**src/rtl/alu_seq_pkg.sv**
```systemverilog
// Shared definitions for the ALU execution sequencer: ALU opcodes and FSM state encoding.
package alu_seq_pkg;

    localparam logic [2:0] OP_MOV = 3'b000;
    localparam logic [2:0] OP_NOT = 3'b001;
    localparam logic [2:0] OP_ADD = 3'b010;
    localparam logic [2:0] OP_SUB = 3'b011;
    localparam logic [2:0] OP_OR  = 3'b100;
    localparam logic [2:0] OP_AND = 3'b101;
    localparam logic [2:0] OP_SLT = 3'b110;
    localparam logic [2:0] OP_ILL = 3'b111;

    typedef enum logic [1:0] {
        S_IDLE = 2'b00,
        S_READ = 2'b01,
        S_EXEC = 2'b10,
        S_WB   = 2'b11
    } seq_state_t;

endpackage

```
**src/rtl/alu_seq_regfile.sv**
```systemverilog
// Register file for the sequencer: two operand read ports, one debug read port,
// one synchronous write port; register 0 is hardwired to zero.
module alu_seq_regfile #(
    parameter int N  = 32,
    parameter int AW = 3
) (
    input  logic          clk,
    input  logic          rst,
    input  logic [AW-1:0] ra2,
    input  logic [AW-1:0] ra3,
    output logic [N-1:0]  rdata2,
    output logic [N-1:0]  rdata3,
    input  logic [AW-1:0] dbg_addr,
    output logic [N-1:0]  dbg_data,
    input  logic          we,
    input  logic [AW-1:0] wa,
    input  logic [N-1:0]  wd
);

    localparam int DEPTH = 2 ** AW;

    logic [N-1:0] mem [DEPTH];

    always_ff @(posedge clk or posedge rst) begin
        if (rst) begin
            for (int i = 0; i < DEPTH; i++) begin
                mem[i] <= '0;
            end
        end else if (we && (wa != '0)) begin
            mem[wa] <= wd;
        end
    end

    // Address 0 is masked on every read port so r0 reads as zero regardless of storage.
    assign rdata2   = (ra2 == '0)      ? '0 : mem[ra2];
    assign rdata3   = (ra3 == '0)      ? '0 : mem[ra3];
    assign dbg_data = (dbg_addr == '0) ? '0 : mem[dbg_addr];

endmodule

```
**src/rtl/alu_exec_sequencer.sv**
```systemverilog
// Four-state controller (IDLE/READ/EXEC/WB) sequencing a shared combinational ALU.
// Optional zero/carry flags are built when ALU_FLAGS_EN is defined.
module alu_exec_sequencer
    import alu_seq_pkg::*;
#(
    parameter int N  = 32,
    parameter int AW = 3
) (
    input  logic          clk,
    input  logic          rst,
    input  logic          in_valid,
    output logic          in_ready,
    input  logic [2:0]    in_op,
    input  logic [AW-1:0] in_rd,
    input  logic [AW-1:0] in_rs2,
    input  logic [AW-1:0] in_rs3,
    output logic [2:0]    alu_op,
    output logic [N-1:0]  alu_r2,
    output logic [N-1:0]  alu_r3,
    input  logic [N-1:0]  alu_r1,
    input  logic          alu_cout,
    input  logic          alu_cout2,
    output logic          done,
    output logic          illegal,
    input  logic [AW-1:0] dbg_addr,
    output logic [N-1:0]  dbg_data,
    output logic          flag_z,
    output logic          flag_c
);

    seq_state_t state, state_nxt;

    logic [2:0]    op_r;
    logic [AW-1:0] rd_r, rs2_r, rs3_r;
    logic [N-1:0]  opnd2_r, opnd3_r, result_r;
    logic [N-1:0]  rf_rdata2, rf_rdata3;
    logic          rf_we;

    always_ff @(posedge clk or posedge rst) begin
        if (rst) begin
            state <= S_IDLE;
        end else begin
            state <= state_nxt;
        end
    end

    always_comb begin
        state_nxt = state;
        unique case (state)
            S_IDLE: if (in_valid) state_nxt = S_READ;
            S_READ: state_nxt = S_EXEC;
            S_EXEC: state_nxt = S_WB;
            S_WB:   state_nxt = S_IDLE;
            default: state_nxt = S_IDLE;
        endcase
    end

    // Operands are latched in READ, so an rd that aliases rs2/rs3 still sees old values.
    always_ff @(posedge clk or posedge rst) begin
        if (rst) begin
            op_r     <= OP_MOV;
            rd_r     <= '0;
            rs2_r    <= '0;
            rs3_r    <= '0;
            opnd2_r  <= '0;
            opnd3_r  <= '0;
            result_r <= '0;
        end else begin
            case (state)
                S_IDLE: if (in_valid) begin
                    op_r  <= in_op;
                    rd_r  <= in_rd;
                    rs2_r <= in_rs2;
                    rs3_r <= in_rs3;
                end
                S_READ: begin
                    opnd2_r <= rf_rdata2;
                    opnd3_r <= rf_rdata3;
                end
                S_EXEC:  result_r <= alu_r1;
                default: ;
            endcase
        end
    end

    assign rf_we    = (state == S_WB) && (op_r != OP_ILL);
    assign in_ready = (state == S_IDLE);
    assign done     = (state == S_WB);
    assign illegal  = (state == S_WB) && (op_r == OP_ILL);
    assign alu_op   = op_r;
    assign alu_r2   = opnd2_r;
    assign alu_r3   = opnd3_r;

    alu_seq_regfile #(.N(N), .AW(AW)) u_regfile (
        .clk      (clk),
        .rst      (rst),
        .ra2      (rs2_r),
        .ra3      (rs3_r),
        .rdata2   (rf_rdata2),
        .rdata3   (rf_rdata3),
        .dbg_addr (dbg_addr),
        .dbg_data (dbg_data),
        .we       (rf_we),
        .wa       (rd_r),
        .wd       (result_r)
    );

`ifdef ALU_FLAGS_EN
    logic cout_r, cout2_r;

    always_ff @(posedge clk or posedge rst) begin
        if (rst) begin
            cout_r  <= 1'b0;
            cout2_r <= 1'b0;
            flag_z  <= 1'b0;
            flag_c  <= 1'b0;
        end else begin
            if (state == S_EXEC) begin
                cout_r  <= alu_cout;
                cout2_r <= alu_cout2;
            end
            // Flags only move on a legal retire; they hold across idle and illegal ops.
            if (rf_we) begin
                flag_z <= (result_r == '0);
                flag_c <= (op_r == OP_ADD) ? cout_r :
                          (op_r == OP_SUB) ? cout2_r : 1'b0;
            end
        end
    end
`else
    logic unused_carry;

    assign unused_carry = alu_cout ^ alu_cout2;
    assign flag_z       = 1'b0;
    assign flag_c       = 1'b0;
`endif

endmodule
```
**config.mk**
```make
export PLATFORM = sky130hd
export DESIGN_NAME = alu_exec_sequencer
export DESIGN_NICKNAME = d
export VERILOG_FILES = /design/src/rtl/alu_seq_pkg.sv /design/src/rtl/alu_seq_regfile.sv /design/src/rtl/alu_exec_sequencer.sv
export SDC_FILE = /design/constraint.sdc
export NUM_CORES = 1
export LEC_CHECK = 0
export BUFFER_PORTS_ARGS = -buffer_cell sky130_fd_sc_hd__buf_2
export CAP_MARGIN = 0
export CORE_MARGIN = 2
export CORE_UTILIZATION = 55
export CTS_BUF_LIST = sky130_fd_sc_hd__clkbuf_4 sky130_fd_sc_hd__clkbuf_8
export DETAILED_ROUTE_END_ITERATION = 8
export HOLD_SLACK_MARGIN = 0.06
export PLACE_DENSITY = 0.74
export SYNTH_ARGS = -nofsm -noshare
export SYNTH_HDL_FRONTEND = slang
export SYNTH_HIERARCHICAL = 1
export SYNTH_SLANG_ARGS = --single-unit
```
**constraint.sdc**
```tcl
create_clock -name clk -period 22.2 [get_ports clk]
set_input_delay 6.66 -clock clk [delete_from_list [all_inputs] [get_ports clk]]
set_output_delay 6.66 -clock clk [all_outputs]
set_load 0.05 [all_outputs]
```
# Yosys cells after proc, flatten, opt, wreduce, memory -nomap -nowiden

Cells that the tools add are included.

Word-level logic and storage cells: 58
Register bits: 366

Muxes and demuxes: 17
Eq/ne operators: 6
Reduce and logical (&&, ||, !) cells: 10
Order comparisons: 5
Bitwise operators: 4

Operators by type and width:

| cell                                                       | count |
|---|---|
| two-way mux 32 bit                                         | 10 |
| binary-select mux 32 bit (select 3 bit)                    | 3 |
| bitwise mux 256 bit                                        | 1 |
| demux 32 bit (select 3 bit)                                | 1 |
| greater-or-equal comparator 4 bit, second input constant   | 4 |
| NOT 3 -> 4 bit                                             | 4 |
| logical NOT 3 bit                                          | 3 |
| case mux 2 bit (4 select lines)                            | 1 |
| equality test 2 bit, second input constant                 | 2 |
| logical AND 1 bit                                          | 4 |
| less-than comparator 4 x 1 -> 1 bit, second input constant | 1 |
| equality test 3 bit, second input constant                 | 1 |
| != test 3 bit, second input constant                       | 1 |
| nonzero test 3 bit                                         | 1 |
| equality test 2 x 1 -> 1 bit, second input constant        | 1 |
| logical NOT 2 bit                                          | 1 |
| two-way mux 2 bit                                          | 1 |
| != test 2 bit, second input constant                       | 1 |
| AND reduction 2 bit                                        | 1 |

# Longest topological paths before layout

Gate-level depths: netlist of the first run.

Depth after elaboration: 6
Depth in mapped cells: 7
Gate-level depth less buffers: 5

# By module

Netlist of the first run, hierarchy kept.

By module, submodules not included:

| module             | cells each | sequential area each (µm²) | area an instance (µm²) | instances |
|---|---|---|---|---|
| alu_seq_regfile    | 1072       | 5605.4                     | 14151.1                | 1 |
| alu_exec_sequencer | 250        | 2752.6                     | 4270.3                 | 1 |

# Least setup slack after synthesis of the first run

OpenSTA, ideal clock, no wires.

Path type: input to output
Start point: in dbg_addr[1]
End point: out dbg_data[0]
Buffers on the path: 3
Arrival: 8.518 ns
Path slack: 7.022 ns
Cell stages on the path: 5
Cell sequence: buf_2 -> and2_1 -> clkbuf_1 -> buf_2 -> a221oi_1

Cells in the longest elaborated chain, start to end: 5
Elaborated cells on any way between the ends: 6

RTL lines:

| what                                                   | RTL line                 | source |
|---|---|---|
| start: declaration                                     | alu_exec_sequencer.sv:25 | `input logic [AW-1:0] dbg_addr,` |
| NOT 3 -> 4 bit (implied by the code)                   | alu_seq_regfile.sv:37    | `assign dbg_data = (dbg_addr == '0) ? '0 : mem[dbg_addr];` |
| binary-select mux 32 bit (select 3 bit)                | alu_seq_regfile.sv:37    |  |
| two-way mux 32 bit (implied by the code) (2 in series) | alu_seq_regfile.sv:37    |  |
| two-way mux 32 bit *                                   | alu_seq_regfile.sv:37    |  |
| end: declaration                                       | alu_exec_sequencer.sv:26 | `output logic [N-1:0] dbg_data,` |

Every way passes the cells marked *; elsewhere a longest branch is shown, timed or not. The select of a mux whose other input is x is not followed.

# Final worst setup path of the first run

Start point: in dbg_addr[0]
End point: out dbg_data[12]

Same word-level chain as after synthesis.

==> metrics.yaml, run 1 <==
outcome:
  status: "complete, no violations"
cts:
  cts_setup_buffers: 0
  root_buffer: "clkbuf_8"
  cts.clk_slew.worst_paths_ns: 0.06
  clk_path_buf_depth: 3
  h-tree-depth: 2
  cts.sinks: 334
  post_cts_resized: 0
  clock_latency_ns: 0.62
  hold_buffers: 0
  cts_tree: "yes"
  numCtsBuffers: 57
power_and_ir_drop:
  p_leak_nw: 9.29
  power_density_nw_per_um2: 176
  ir_drop_mv: 0.134
die:
  io_pins: 156
  start_util_pct: 55.4
  rows: 67
  core_area_um2: 33300
  fp.dieW_um: 187
  dieArea_um2: 35000
  chipHeight_um: 187
synth:
  synthTopCellsByArea: "dfrtp_1, mux2_2, mux2i_1"
  synth_top_area_share_pct: 45.4
  synth_common_cells: "mux2_2, dfrtp_1, mux2i_1"
  synthFlopType: "dfrtp_1"
  syn_area_um2: 18400
  avgSynthCellArea_um2: 13.9
  synth.most_common_cell: "mux2_2"
  syn_inst: 1322
  yosysSeqAreaShare_pct: 45.4
  ys_ff_latch: 334
  yosysUniqueCellTypes: 33
  postSynth.asyncResetShare_pct: 100
  synth-edff-count: 0
  yosysWarnings: 6
  yosysTopAreaCell: "dfrtp_1"
grt:
  met1_usage_pct: 39.6
  grt_pass1_vias: 12900
  met3_usage_pct: 5.61
  gr-total-overflow: 0
  grt_use_total_pct: 28.2
  antenna_found_initial: 0
  grt_max_degree: 92
  grt_pass1_wl_um: 76800
  met2_usage_pct: 44.0
  top_usage_layer: "met2"
critical_path:
  crit_fanout: 60
  r2r-start: "rs3_r[0]$_DFFE_PP0P_"
  cp-start-kind: "input pin"
  r2r_end: "alu_r3[25]$_DFFE_PP0N_"
  crit_type: "input pin to output pin"
  worstPathArrival_ns: 9.48
  rr_worst_depth: 5
  crit_path_end_kind: "output pin"
  ff2ff_setup_slack_ns: 18.92
  worstPathRequired_ns: 15.54
finish:
  finalNonFillerCells: 1914
  area_growth_pct: 9.93
  postLayoutCoreUtil_pct: 60.8
  n_antenna_cell: 0
  design_area_um2: 20300
  fin_nets: 1476
  drive_gt1_share_pct: 48.7
drt:
  via_per_inst: 6.52
  wl_um: 49700
  ant_nets: 0
  drc: 0
  post_drt_wl_per_cell_um: 26.0
  drt_iter0_drc: 1184
  vias: 12500
  dr.pass1.iters: 5
sta:
  drv_slew: 0
  worst_slew_pin_slew_ns: 1.28
  tns_ns: 0
  post-route-min-period_ns: 16.14
  fmax_mhz: 62.0
  grt_setup_unrepaired: "false"
  relSlewSlack_pct: 14.6
  fin_crit_sh_pct: 72.7
  setup_viol_count_final: 0
  finClkSkew_ns: 0.0203
  hold_violations: 0
  whs_ns: 0.498
job:
  drv_cap: 0
placement:
  dp.cells: 1809
  place_area_um2: 19000
  io_buffers: 151
  dp_hpwl_um: 27400
  gp_congestion: 0.780
min_path:
  hold_end: "alu_r2[23]$_DFFE_PP0N_"
  hold_path_depth: 1
  worstHoldStart: "alu_r2[23]$_DFFE_PP0N_"
  worstHoldPathType: "flop to flop"
-- worst max path at each step --
stage	from	end	slack (ns)	cells past startpoint
final	dbg_addr[0]	dbg_data[12]	6.06	6
after CTS	dbg_addr[0]	dbg_data[8]	6.10	6
after floorplan	dbg_addr[1]	dbg_data[0]	7.02	5
after global routing	dbg_addr[0]	dbg_data[12]	5.92	6
after detailed placement	dbg_addr[0]	dbg_data[8]	6.09	6
after global placement	dbg_addr[0]	dbg_data[12]	6.13	6
-- cell type report --
type                    instances  area, um2
clock buffers                  95       1210
clock inverters                10       77.6
fillers                      2641      13000
inverters                       8       40.0
multi-input cells             850       9100
flip-flops and latches        334       8370
well taps                     448        561
repair buffers                169        893
-- through the flow --
stage,power (mW),setup WS (ns)
detailed placement,2.94,6.09
global route,3.75,5.92
global placement,2.88,6.13
CTS,3.56,6.10
floorplan,2.54,7.02
finish,3.57,6.06
-- flip-flops by register name, summed over array words and instances, names as in the netlist --
register / cells
rs3_r: 3
alu_r2: 32
u_regfile/mem: 224
rs2_r: 3
alu_r3: 32
rd_r: 3
result_r: 32
alu_op: 3
state: 2
-- cells in the final DEF, fill, tap and decap left out, drive strengths merged --
| cell | netlist | final |
|---|---|---|
| and2b | 1 | 1 |
| clkinv | 0 | 8 |
| clkbuf | 31 | 95 |
| a221oi | 186 | 186 |
| dfrtp | 334 | 334 |
| clkinvlp | 0 | 1 |
| a21oi | 4 | 4 |
| a22o | 3 | 3 |
| a31oi | 3 | 3 |
| nand2 | 5 | 5 |
| buf | 100 | 169 |
| nand4 | 1 | 1 |
| conb | 1 | 2 |
| inv | 8 | 8 |
| nor2 | 3 | 3 |
| nand2b | 1 | 1 |
| mux2i | 192 | 192 |
| and2 | 4 | 4 |
| bufinv | 0 | 1 |
| mux2 | 429 | 429 |
| and4bb | 2 | 2 |
| nand3 | 1 | 1 |
| nor2b | 5 | 5 |
| ha | 4 | 4 |
| nand4b | 3 | 3 |
| nor3 | 1 | 1 |
-- critical path: stages --
cell and delay [ns]:
buf_4 0.51, buf_4 0.95, mux2_2 0.31, a221oi_1 0.07
a221oi_1 0.54, buf_2 0.37
-- layer usage --
metal	vias to the layer above	part of all wire (%)
met5	-	0
met4	0	2.9
met3	114	7.8
met2	561	46
met1	6456	43
li1	5354	-
-- power by group --
part | switching [mW] | internal, mW
sequential | 0.370 | 0.903
combinational | 0.912 | 0.774
clock | 0.259 | 0.355
total | 1.54 | 2.03
-- cells by family (layout without fill, tap and decap cells) --
| family | after synthesis | count (layout) | synth area share (%) |
|---|---|---|---|
| mux | 621 | 621 | 38.1 |
| flops | 334 | 334 | 45.4 |
| compound gates | 196 | 196 | 9.47 |
| buf+inv | 139 | 282 | 5.54 |
| simple gates | 27 | 27 | 1.24 |
| fa+ha+maj | 4 | 4 | 0.272 |
| other cells | 1 | 2 | 0.0204 |
Power figures use the tool's default switching activity.
==> run 2: changes to the inputs <==
--- a/config.mk
+++ b/config.mk
@@ -5,6 +5,7 @@
 export SDC_FILE = /design/constraint.sdc
 export NUM_CORES = 1
 export LEC_CHECK = 0
+export ABC_AREA = 1
 export BUFFER_PORTS_ARGS = -buffer_cell sky130_fd_sc_hd__buf_2
 export CAP_MARGIN = 0
 export CORE_MARGIN = 2
==> constraint.sdc (replaced) <==
create_clock -name clk -period 16 [get_ports clk]
set_input_delay 4.8 -clock clk [delete_from_list [all_inputs] [get_ports clk]]
set_output_delay 4.8 -clock clk [all_outputs]
set_load 0.05 [all_outputs]
==> run 2 against run 1 <==
Via count rose by 76%; critical path type unchanged; setup slack got worse by 3.3 ns; critical endpoint is now dbg_data[0]; global-route usage rose by 6.4 points; power rose by 41%.
==> metrics.yaml, run 2 <==
outcome:
  status: "complete, no violations"  # unchanged
die:
  fp.dieW_um: 203  # was 187 um
  io_pins: 156  # unchanged
  chipHeight_um: 203  # was 187 um
  rows: 72  # was 67
  dieArea_um2: 41100  # was 35,000 um2
  core_area_um2: 38800  # was 33,300 um2
  start_util_pct: 55.9  # was 55.4%
power_and_ir_drop:
  ir_drop_mv: 0.173  # was 0.134 mV
  p_int_mw: 2.45  # was 2.03 mW
  p_comb_share_pct: 53.2  # was 47.2%
  finalPower_mw: 5.03  # was 3.57 mW
  switching_share_pct: 51.4  # was 43.1%
  clkPwrFrac_pct: 16.7  # was 17.2%
  power_density_nw_per_um2: 215  # was 176 nW/um2
  p_switching_mw: 2.58  # was 1.54 mW
  p_leak_nw: 13.1  # was 9.29 nW
  p_seq_share_pct: 30.1  # was 35.6%
grt:
  antenna_found_initial: 2  # was 0
  grt_pass1_vias: 21100  # was 12,900
  grt_use_total_pct: 34.6  # was 28.2%
  grt_max_degree: 122  # was 92
  grt_pass1_wl_um: 111000  # was 76,800 um
  gr-total-overflow: 0  # unchanged
finish:
  final_common_cell: "nand2_1"  # was mux2_2
  area_growth_pct: 7.87  # was 9.93%
  design_area_um2: 23400  # was 20,300 um2
  n_antenna_cell: 0  # unchanged
  layout_common_cells: "nand2_1, nand3_1, inv_1"  # was mux2_2, dfrtp_1, mux2i_1
  fin_nets: 3406  # was 1,476
  largest_register: "u_regfile/mem"  # unchanged
  largest_reg_flops: 256  # was 224
  postLayoutCoreUtil_pct: 60.3  # was 60.8%
  drive_gt1_share_pct: 9.23  # was 48.7%
drt:
  vias: 22000  # was 12,500
  drc: 0  # unchanged
  via_per_inst: 5.63  # was 6.52
  ant_nets: 0  # unchanged
  wl_um: 70900  # was 49,700 um
  post_drt_wl_per_cell_um: 18.1  # was 26.0 um
  dr.pass1.iters: 6  # was 5
  drt_iter0_drc: 3337  # was 1,184
synth:
  syn_inst: 3368  # was 1,322
  syn_area_um2: 21700  # was 18,400 um2
  synthTopCellsByArea: "dfrtp_1, nand2_1, nand3_1"  # was dfrtp_1, mux2_2, mux2i_1
  yosysSeqAreaShare_pct: 42.2  # was 45.4%
  synth_top_area_share_pct: 42.2  # was 45.4%
  ys_ff_latch: 366  # was 334
  yosysTopAreaCell: "dfrtp_1"  # unchanged
  synth_common_cells: "nand2_1, nand3_1, inv_1"  # was mux2_2, dfrtp_1, mux2i_1
  yosysUniqueCellTypes: 21  # was 33
  synth-edff-count: 0  # unchanged
  synthFlopType: "dfrtp_1"  # unchanged
  avgSynthCellArea_um2: 6.45  # was 13.9 um2
  synth.most_common_cell: "nand2_1"  # was mux2_2
  postSynth.asyncResetShare_pct: 100  # unchanged
  yosysWarnings: 6  # unchanged
critical_path:
  crit_type: "input pin to output pin"  # unchanged
  worstPathArrival_ns: 8.46  # was 9.48 ns
  worstPathRequired_ns: 11.20  # was 15.54 ns
  crit_fanout: 71  # was 60
  cp-start-kind: "input pin"  # unchanged
  rr_worst_depth: 9  # was 5
  r2r-start: "rs3_r[0]$_DFFE_PP0P_"  # unchanged
  r2r_end: "alu_r3[28]$_DFFE_PP0N_"  # was alu_r3[25]$_DFFE_PP0N_
  ff2ff_setup_slack_ns: 12.40  # was 18.92 ns
  crit_path_end_kind: "output pin"  # unchanged
sta:
  drv_slew: 0  # unchanged
  setup_viol_count_final: 0  # unchanged
  grt_setup_unrepaired: "false"  # unchanged
  fin_crit_sh_pct: 82.9
  fmax_mhz: 75.4
  finClkSkew_ns: 0.0377  # was 0.0203 ns
  worst_slew_pin_slew_ns: 1.20  # was 1.28 ns
  tns_ns: 0  # unchanged
  hold_violations: 0  # unchanged
  relSlewSlack_pct: 19.8  # was 14.6%
  post-route-min-period_ns: 13.26
cts:
  cts.sinks: 366  # was 334
  numCtsBuffers: 60  # was 57
  clock_latency_ns: 0.67  # was 0.62 ns
  cts.clk_slew.worst_paths_ns: 0.06  # about the same
  cts_tree: "yes"  # unchanged
  root_buffer: "clkbuf_8"  # unchanged
  post_cts_resized: 0  # unchanged
  cts_setup_buffers: 0  # unchanged
  clk_path_buf_depth: 3  # unchanged
  hold_buffers: 0  # unchanged
  h-tree-depth: 2  # unchanged
job:
  drv_cap: 0  # unchanged
placement:
  io_buffers: 151  # unchanged
  gp_congestion: 0.853  # was 0.780
  place_area_um2: 22200  # was 19,000 um2
  dp_hpwl_um: 39400  # was 27,400 um
min_path:
  hold_path_depth: 0  # was 1
  worstHoldPathType: "flop to flop"  # unchanged
  worstHoldStart: "u_regfile/mem[253]$_DFFE_PP0P_"  # was alu_r2[23]$_DFFE_PP0N_
  hold_end: "u_regfile/mem[253]$_DFFE_PP0P_"  # was alu_r2[23]$_DFFE_PP0N_
## run 2: power by group through the flow
stage,clock network (mW),registers (mW),logic (mW)
after floorplan,0,1.62,1.79
after detailed placement,0,1.52,2.58
final,0.842,1.51,2.67
after global placement,0,1.50,2.51
after global routing,0.897,1.55,2.95
after CTS,0.854,1.50,2.59
## run 2: how the worst max path moves through the flow
| stage | start | endpoint |
|---|---|---|
| final | dbg_addr[0] | dbg_data[0] |
| after global routing | dbg_addr[0] | dbg_data[0] |
| after CTS | dbg_addr[0] | dbg_data[0] |
| after detailed placement | dbg_addr[0] | dbg_data[0] |
| after global placement | dbg_addr[0] | dbg_data[0] |
| after floorplan | rst | u_regfile/mem[0]$_DFFE_PP0P_ |
## run 2: stage by stage
stage | instances | setup WS (ns) | hold WS, ns
finish | 3910 | 2.74 | 0.376
CTS | 3910 | 2.93 | 0.381
global route | 3910 | 2.62 | 0.387
global placement | 3806 | 2.94 | 0.365
floorplan | 3369 | 4.16 | 0.429
detailed placement | 3806 | 2.94 | 0.366
## run 2: final cells by class
type | instances | area (um2)
Fill cell | 3655 | 15400
Tap cell | 518 | 648
Sequential cell | 366 | 9170
Clock buffer | 96 | 1180
Multi-Input combinational cell | 2375 | 10000
Inverter | 371 | 1410
Clock inverter | 8 | 42.5
Timing Repair Buffer | 176 | 946
## run 2: logic make-up (layout without fill, tap and decap cells)
family                     Yosys count  in the layout  share of synthesized area, %
and+or+nand+nor                   2081           2081                          39.0
adders and majority gates            4              4                         0.231
AOI/OAI and AO/OA                  288            288                          6.72
DFF                                366            366                          42.2
other                                1              2                        0.0173
buffers and inverters              628            651                          11.8
## run 2: per-layer routing
metal,vias to the layer above,routed length (um),global-route usage [%]
met5,-,0,0
met4,0,2740,15.0
met3,265,10300,8.56
met2,1544,29200,50.5
met1,9899,28800,49.0
li1,10300,-,-
## run 2: critical path, cell delays in order
cell	delay, ns
buf_4	0.69
clkinv_2	1.13
buf_4	0.71
nand2_1	0.15
nand3_1	0.08
nand3_1	0.11
nand2_1	0.06
nor2_1	0.30
buf_2	0.35
